===== src/rtl/dline_seq_ctrl.sv =====
// dline_seq_ctrl: sequencer and round-robin 2-way arbiter for a shift-register delay line.
// Latency: a byte accepted on req0/req1 reaches the line output after DEPTH shifts; out_valid is registered.
// Backpressure: reqN_ready drops for the losing requester, during a flush request and while draining.
//
// Ports:
//   clk, rst                     clock (rising edge), asynchronous active-high reset
//   req0_valid/data/ready        requester 0 valid/ready handshake
//   req1_valid/data/ready        requester 1 valid/ready handshake
//   flush                        pulse: drain the line with zero bytes (ignored when idle)
//   sr_shift_en, sr_data_in      drive the external shift-register line
//   sr_data_out                  last stage of the line
//   out_valid, out_data, out_src real byte present at the line output, its value and source
//   occupancy                    number of real bytes inside the line
//   busy                         controller is not idle
//
// Optional feature: define DLSEQ_AUTOFLUSH_EN to start a drain automatically after
// TIMEOUT consecutive idle cycles in ACTIVE. Without it only the flush port drains.

module dline_seq_ctrl #(
    parameter int DEPTH   = 100,
    parameter int W       = 8,
    parameter int TIMEOUT = 64
) (
    input  logic                       clk,
    input  logic                       rst,
    input  logic                       req0_valid,
    input  logic [W-1:0]               req0_data,
    output logic                       req0_ready,
    input  logic                       req1_valid,
    input  logic [W-1:0]               req1_data,
    output logic                       req1_ready,
    input  logic                       flush,
    output logic                       sr_shift_en,
    output logic [W-1:0]               sr_data_in,
    input  logic [W-1:0]               sr_data_out,
    output logic                       out_valid,
    output logic [W-1:0]               out_data,
    output logic                       out_src,
    output logic [$clog2(DEPTH+1)-1:0] occupancy,
    output logic                       busy
);

    localparam int OCC_W = $clog2(DEPTH+1);

    if (DEPTH < 2 || TIMEOUT < 1) begin : g_param_check
        $error("dline_seq_ctrl: DEPTH must be >= 2 and TIMEOUT >= 1");
    end

    typedef enum logic [1:0] {
        S_IDLE   = 2'd0,
        S_ACTIVE = 2'd1,
        S_FLUSH  = 2'd2
    } state_t;

    state_t             state;
    state_t             state_next;

    // Per-stage mirror of the line: which stages hold a real byte, and who sent it.
    logic [DEPTH-1:0]   tag_vld;
    logic [DEPTH-1:0]   tag_src;
    logic               last_grant;
    logic [OCC_W-1:0]   occ;
    logic [OCC_W-1:0]   occ_next;
    logic               out_valid_q;

    logic               grant0;
    logic               grant1;
    logic               fire0;
    logic               fire1;
    logic               fire;
    logic               shift;
    logic               auto_flush;

    // Ready is a function of valids, flush and state only, never of request data.
    always_comb begin
        grant0     = req0_valid & (~req1_valid | last_grant);
        grant1     = req1_valid & (~req0_valid | ~last_grant);
        req0_ready = grant0 & ~flush & (state != S_FLUSH);
        req1_ready = grant1 & ~flush & (state != S_FLUSH);
        fire0      = req0_valid & req0_ready;
        fire1      = req1_valid & req1_ready;
        fire       = fire0 | fire1;
    end

`ifdef DLSEQ_AUTOFLUSH_EN
    localparam int IDLE_W = $clog2(TIMEOUT+1);
    logic [IDLE_W-1:0] idle_cnt;

    // Fires on the TIMEOUT-th consecutive no-transfer cycle in ACTIVE. Using the
    // transfer result (not the flush-gated ready) keeps this free of a comb loop;
    // since no byte moves in that cycle, it behaves exactly like a flush pulse.
    assign auto_flush = (state == S_ACTIVE) && !fire && (idle_cnt == IDLE_W'(TIMEOUT-1));

    always_ff @(posedge clk or posedge rst) begin
        if (rst) begin
            idle_cnt <= '0;
        end else if (state != S_ACTIVE || fire || state_next != state) begin
            idle_cnt <= '0;
        end else begin
            idle_cnt <= idle_cnt + 1'b1;
        end
    end
`else
    assign auto_flush = 1'b0;
`endif

    // Next state and line drive.
    always_comb begin
        state_next  = state;
        shift       = fire | (state == S_FLUSH);
        sr_shift_en = shift;
        sr_data_in  = '0;
        if (fire1) begin
            sr_data_in = req1_data;
        end else if (fire0) begin
            sr_data_in = req0_data;
        end

        // The last stage leaves the line on every shift; a new real byte enters only on a transfer.
        occ_next = occ;
        if (shift) begin
            occ_next = occ + OCC_W'(fire) - OCC_W'(tag_vld[DEPTH-1]);
        end

        case (state)
            S_IDLE: begin
                if (fire) begin
                    state_next = S_ACTIVE;
                end
            end
            S_ACTIVE: begin
                if (flush || auto_flush) begin
                    state_next = S_FLUSH;
                end else if (occ_next == '0) begin
                    state_next = S_IDLE;
                end
            end
            S_FLUSH: begin
                if (occ_next == '0) begin
                    state_next = S_IDLE;
                end
            end
            default: begin
                state_next = S_IDLE;
            end
        endcase
    end

    always_ff @(posedge clk or posedge rst) begin
        if (rst) begin
            state <= S_IDLE;
        end else begin
            state <= state_next;
        end
    end

    always_ff @(posedge clk or posedge rst) begin
        if (rst) begin
            tag_vld     <= '0;
            tag_src     <= '0;
            last_grant  <= 1'b1;
            occ         <= '0;
            out_valid_q <= 1'b0;
        end else begin
            occ <= occ_next;
            if (shift) begin
                tag_vld <= {tag_vld[DEPTH-2:0], fire};
                tag_src <= {tag_src[DEPTH-2:0], fire1};
            end
            if (fire) begin
                last_grant <= fire1;
            end
            // Stage DEPTH-2 becomes the last stage on this shift, so this flags a real
            // byte on sr_data_out for exactly the cycle after the shift.
            out_valid_q <= shift & tag_vld[DEPTH-2];
        end
    end

    assign out_valid = out_valid_q;
    assign out_data  = sr_data_out;
    assign out_src   = tag_src[DEPTH-1];
    assign occupancy = occ;
    assign busy      = (state != S_IDLE);

endmodule


===== config.mk =====
export PLATFORM = sky130hd
export DESIGN_NAME = dline_seq_ctrl
export DESIGN_NICKNAME = d
export VERILOG_FILES = /design/src/rtl/dline_seq_ctrl.sv
export SDC_FILE = /design/constraint.sdc
export NUM_CORES = 1
export LEC_CHECK = 0
export BUFFER_PORTS_ARGS = -buffer_cell sky130_fd_sc_hd__clkbuf_2
export CORE_ASPECT_RATIO = 0.5
export CORE_MARGIN = 1.5
export CORE_UTILIZATION = 30
export CTS_CLUSTER_SIZE = 8
export DETAILED_ROUTE_END_ITERATION = 10
export PLACE_DENSITY_LB_ADDON = 0.2
export REMOVE_ABC_BUFFERS = 1
export SLEW_MARGIN = 10
export SYNTH_ARGS = -nofsm -noshare
export SYNTH_HDL_FRONTEND = slang
export SYNTH_SLANG_ARGS = --single-unit

===== constraint.sdc =====
create_clock -name clk -period 11.1 [get_ports clk]
set_input_delay 3.33 -clock clk [delete_from_list [all_inputs] [get_ports clk]]
set_output_delay 3.33 -clock clk [all_outputs]
set_load 0.01 [all_outputs]

Word-level counts from Yosys, hierarchy flattened:

Index checks and enable logic that the tools add are counted.

* register bits after elaboration: 211
* word-level logic and storage cells: 39
* input bits: 29

* bitwise logic cells: 17
* reduce and logical (&&, ||, !) cells: 3
* muxes and demuxes: 7
* equality and inequality tests: 4
* add/sub/neg operators: 2

Operators with widths (number)
* $mux 8: 2
* $and 1x1->1: 9
* $add 7x1->7: 1
* $logic_not 7->1: 1
* $mux 7: 1
* $sub 7x1->7: 1
* $mux 2: 3
* $pmux 2 s3: 1
* $ne 2x2->1 const B: 2
* $not 1->1: 4
* $or 1x1->1: 4
* $eq 2x1->1 const B: 1
* $eq 2x2->1 const B: 1
* $logic_not 2->1: 1
* $reduce_bool 2->1: 1

Longest topological paths before layout:

* word-level depth: 14
* depth in mapped cells: 16
* gate-level depth less buffers: 15

Worst setup path after synthesis:

No wires, ideal clock.

* kind: input to output
* from: in flush
* to: out sr_shift_en
* stages: 5
* arrival time: 4.186 ns
* path slack: 3.584 ns
* cells stage by stage: o21bai_1 and2_4 buf_6 inv_2 clkbuf_1

* word-level cells in the longest chain between the ends: 6
* elaborated cells between the ends (all ways): 9
* those cells by class: bitwise (9)

Ends and longest elaborated chain
* start: declaration: RTL line 32 `input logic flush,`
* $not 1->1 (*): RTL line 78, 79
* $and 1x1->1 (on tied branches) (2 in series): RTL line 78, 79
* $and 1x1->1 (on tied branches): RTL line 80, 81
* $or 1x1->1 (*): RTL line 82 `fire = fire0 | fire1;`
* $or 1x1->1 (*): RTL line 110 `shift = fire | (state == S_FLUSH);`
* end: declaration: RTL line 33 `output logic sr_shift_en,`

Mark *: on every way between the ends. The rest lies on a longest branch, timed or not.

Worst setup path after layout:

* from: in req1_valid
* to: out sr_shift_en

* word-level cells in the longest chain between the ends: 8
* elaborated cells between the ends (all ways): 12
* those cells by class: bitwise (12)

Ends and longest elaborated chain
* start: declaration: RTL line 29 `input logic req1_valid,`
* $not 1->1: RTL line 76 `grant0 = req0_valid & (~req1_valid | last_grant);`
* $or 1x1->1: RTL line 76
* $and 1x1->1: RTL line 76
* $and 1x1->1 (2 in series): RTL line 78 `req0_ready = grant0 & ~flush & (state != S_FLUSH);`
* $and 1x1->1: RTL line 80 `fire0 = req0_valid & req0_ready;`
* $or 1x1->1 (*): RTL line 82
* $or 1x1->1 (*): RTL line 110

Marked as above.

==> metrics <==
outcome completed; Worst Setup End Kind output pin; Area Growth Syn to Fin 15.0%; CP max-delay cell and2_4; antenna cells 0; share of cells above drive strength 1 0.0892; Die Y between 100 and 150 um; post-synthesis mux area share 0.00120; via count 5,756; Clock Tree Root clkbuf_16; Die X-Extent 239 um; Post-route DRC 0; Detail Route Antenna Nets 0; ys async rst share 1.00; yosys warns 0; Syn Std Cell Area 8330 um^2; vias in the first global route 5,679; Fillers 2,767; clock slew at reported path FFs 0.05 ns; worst-margin pin slew 1.12 ns; Longest Clk Path Bufs 3; Fin. Hold Viols 0; Synth Area per Inst 8.86 um^2; Min-Delay Path Class reg2reg; post_cts resized 0; minimum clock period 8.15 ns; CP max stage delay 0.53 ns; max_cap viols 0; worst rel slew slack 0.251; most common cell in the netlist nand2_1; I/O Buffers 41; fmax between 100 and 150 MHz; CTS Buf Count 30; CP Launch Type primary input; Pleak 5.41 nW; Synth Area in Adders 0.0129; cell family with most CP delay buffers and inverters; Iter 0 DRT Violations ~370; RSZ-0062 raised after global routing no; WL final 14,400 um; R2R setup slack approximately 6.7 ns; total negative slack 0 ns; fin crit share 0.734; Crit Path Max Fanout 93; utilization after layout 0.357; FF+latch count, synth 211; most area-hungry cell type in the Yosys netlist dfrtp_1; Num Clock Sinks 211; Tot GR Track Use 0.105; DRT Pass-1 Iters 4; routed len/inst approximately 11 um; first-pass GRT wire length 25,800 um; Critical Path RT 7.77 ns; post-CTS setup buffers 0; Seq/Total Area, Yosys 0.634; library cells used by synthesis 39; Setup Skew 0.0156 ns; Synth top cells by count nand2_1, dfrtp_1, clkbuf_1, inv_1; Placer Congestion 0.766; number of enable flip-flop cells after synthesis 0; final net count between 1k and 1.5k; top_reg_cell synth dfrtp_1; critical path arrival 4.82 ns; Initial Utilization 0.310; Synth Area in Compound Gates 0.0305; CP most frequent cell clkbuf_2; post-synthesis simple-gate area fraction 0.283; # hold bufs at CTS 0; CTS tree built; boundary pin count 58; crit path cell chain clkbuf_2, o21bai_1, and2_4, inv_6, clkbuf_2; Worst IR Drop VDD 124 uV; Max Slew Vio Count 0; synth top area cells dfrtp_1, nand2_1, clkbuf_1; largest family of logic cells by synthesized area simple AND/OR/NAND/NOR gates; Row Count 42; Pwr per Cell Area 226 nW/um^2; Vias/cell 4.30; global route total overflow 0; Buf+Inv Stages, Crit Path 3; largest net degree at the start of global routing 135; # setup viols final 0; initial antenna violation count 0; Cells after Synth approximately 940; crit path kind in2out; Clock Latency Late Sink 0.53 ns; H-tree levels 1; die area 28,800 um^2; DP Wirelength 7780 um; Synth top area share 0.631; Core Area 26,900 um^2; xor/xnor share of the synthesized area 0.00420
[cells in the final DEF (no fill, tap or decap), drive strengths merged]
| cell | n |
|---|---|
| a2111oi | 1 |
| a21o | 6 |
| a21oi | 9 |
| a221oi | 1 |
| a22o | 8 |
| a311o | 1 |
| a31oi | 1 |
| a41oi | 1 |
| and2 | 2 |
| and3 | 1 |
| buf | 4 |
| clkbuf | 72 |
| clkinvlp | 1 |
| dfrtp | 210 |
| dfstp | 1 |
| fa | 1 |
| ha | 7 |
| inv | 10 |
| mux2i | 1 |
| nand2 | 602 |
| nand2b | 1 |
| nand3 | 2 |
| nand3b | 1 |
| nand4 | 2 |
| nor2 | 4 |
| nor2b | 1 |
| nor3 | 2 |
| nor4 | 1 |
| o211ai | 1 |
| o21ai | 3 |
| o21bai | 1 |
| or2 | 1 |
| xnor2 | 2 |
| xor2 | 2 |
[power breakdown]
part           switching (mW)  total [mW]  internal (mW)
logic                   0.301       0.438          0.137
clock network           0.297       0.780          0.483
registers              0.0657       0.952          0.887
total                   0.664        2.17           1.51
[through the flow]
step	std cells	area (um^2)	total power, mW	setup slack [ns]	hold slack (ns)
5_1_grt	1338	9590	2.32	2.77	0.480
3_3_place_gp	1306	8800	1.40	2.91	0.446
2_1_floorplan	887	8090	1.27	1.75	0.430
4_1_cts	1338	9590	2.22	2.90	0.465
6_report	1338	9590	2.17	2.95	0.462
3_5_place_dp	1306	8800	1.41	2.91	0.455
[registers in the layout (all words and copies together), names as in the netlist]
signal and cells:
tag_src 100, occupancy 7, tag_vld 100, last_grant 1, state 2, out_valid 1
[worst register-to-register path, stage by stage, from the launching register on]
cell	delay, ns
dfrtp_1	0.40
nand2b_1	0.25
nor2b_1	0.27
nand2_1	0.08
a21oi_1	0.65
nor2_1	0.21
ha_1	0.33
inv_1	0.04
ha_1	0.20
fa_1	0.42
a21o_1	0.22
a221oi_2	0.26
mux2i_1	0.25
xnor2_1	0.10
nor4_1	0.42
o21ai_0	0.15
[layout make-up]
type	count	area [um^2]	area share
Tap cell	374	468	0.0488
Multi-Input combinational cell	666	2770	0.289
Clock inverter	1	7.51	0.000783
Inverter	10	50.0	0.00522
Sequential cell	211	5280	0.551
Clock buffer	31	776	0.0809
Timing Repair Buffer	45	235	0.0245
[worst paths after layout]
check	from	to	depth (start not counted)
worst max-delay path	req1_valid	sr_shift_en	5
max in group asynchronous	rst	tag_vld[64]	3
worst min-delay path	tag_src[15]	tag_src[15]	2
worst max register to register	state[0]	state[1]	15
worst min register to register	tag_src[15]	tag_src[15]	2
min in group asynchronous	rst	tag_vld[18]	2
[logic make-up (layout without fill, tap and decap cells)]
family | Yosys count | after routing
adders and majority gates | 8 | 8
AOI/OAI and AO/OA | 33 | 33
DFF | 211 | 211
and+or+nand+nor | 620 | 620
xor gates and xnor gates | 4 | 4
muxes | 1 | 1
buffers and inverters | 64 | 87
[metal layers]
metal | vias to the layer above | routed length [um] | global-route usage
met5 | - | 0 | 0
met4 | 0 | 358 | 0.0380
met3 | 33 | 615 | 0.0241
met2 | 105 | 6340 | 0.170
met1 | 2716 | 7050 | 0.137
li1 | 2902 | - | -
Note: power is estimated with default switching activity, not from simulation.
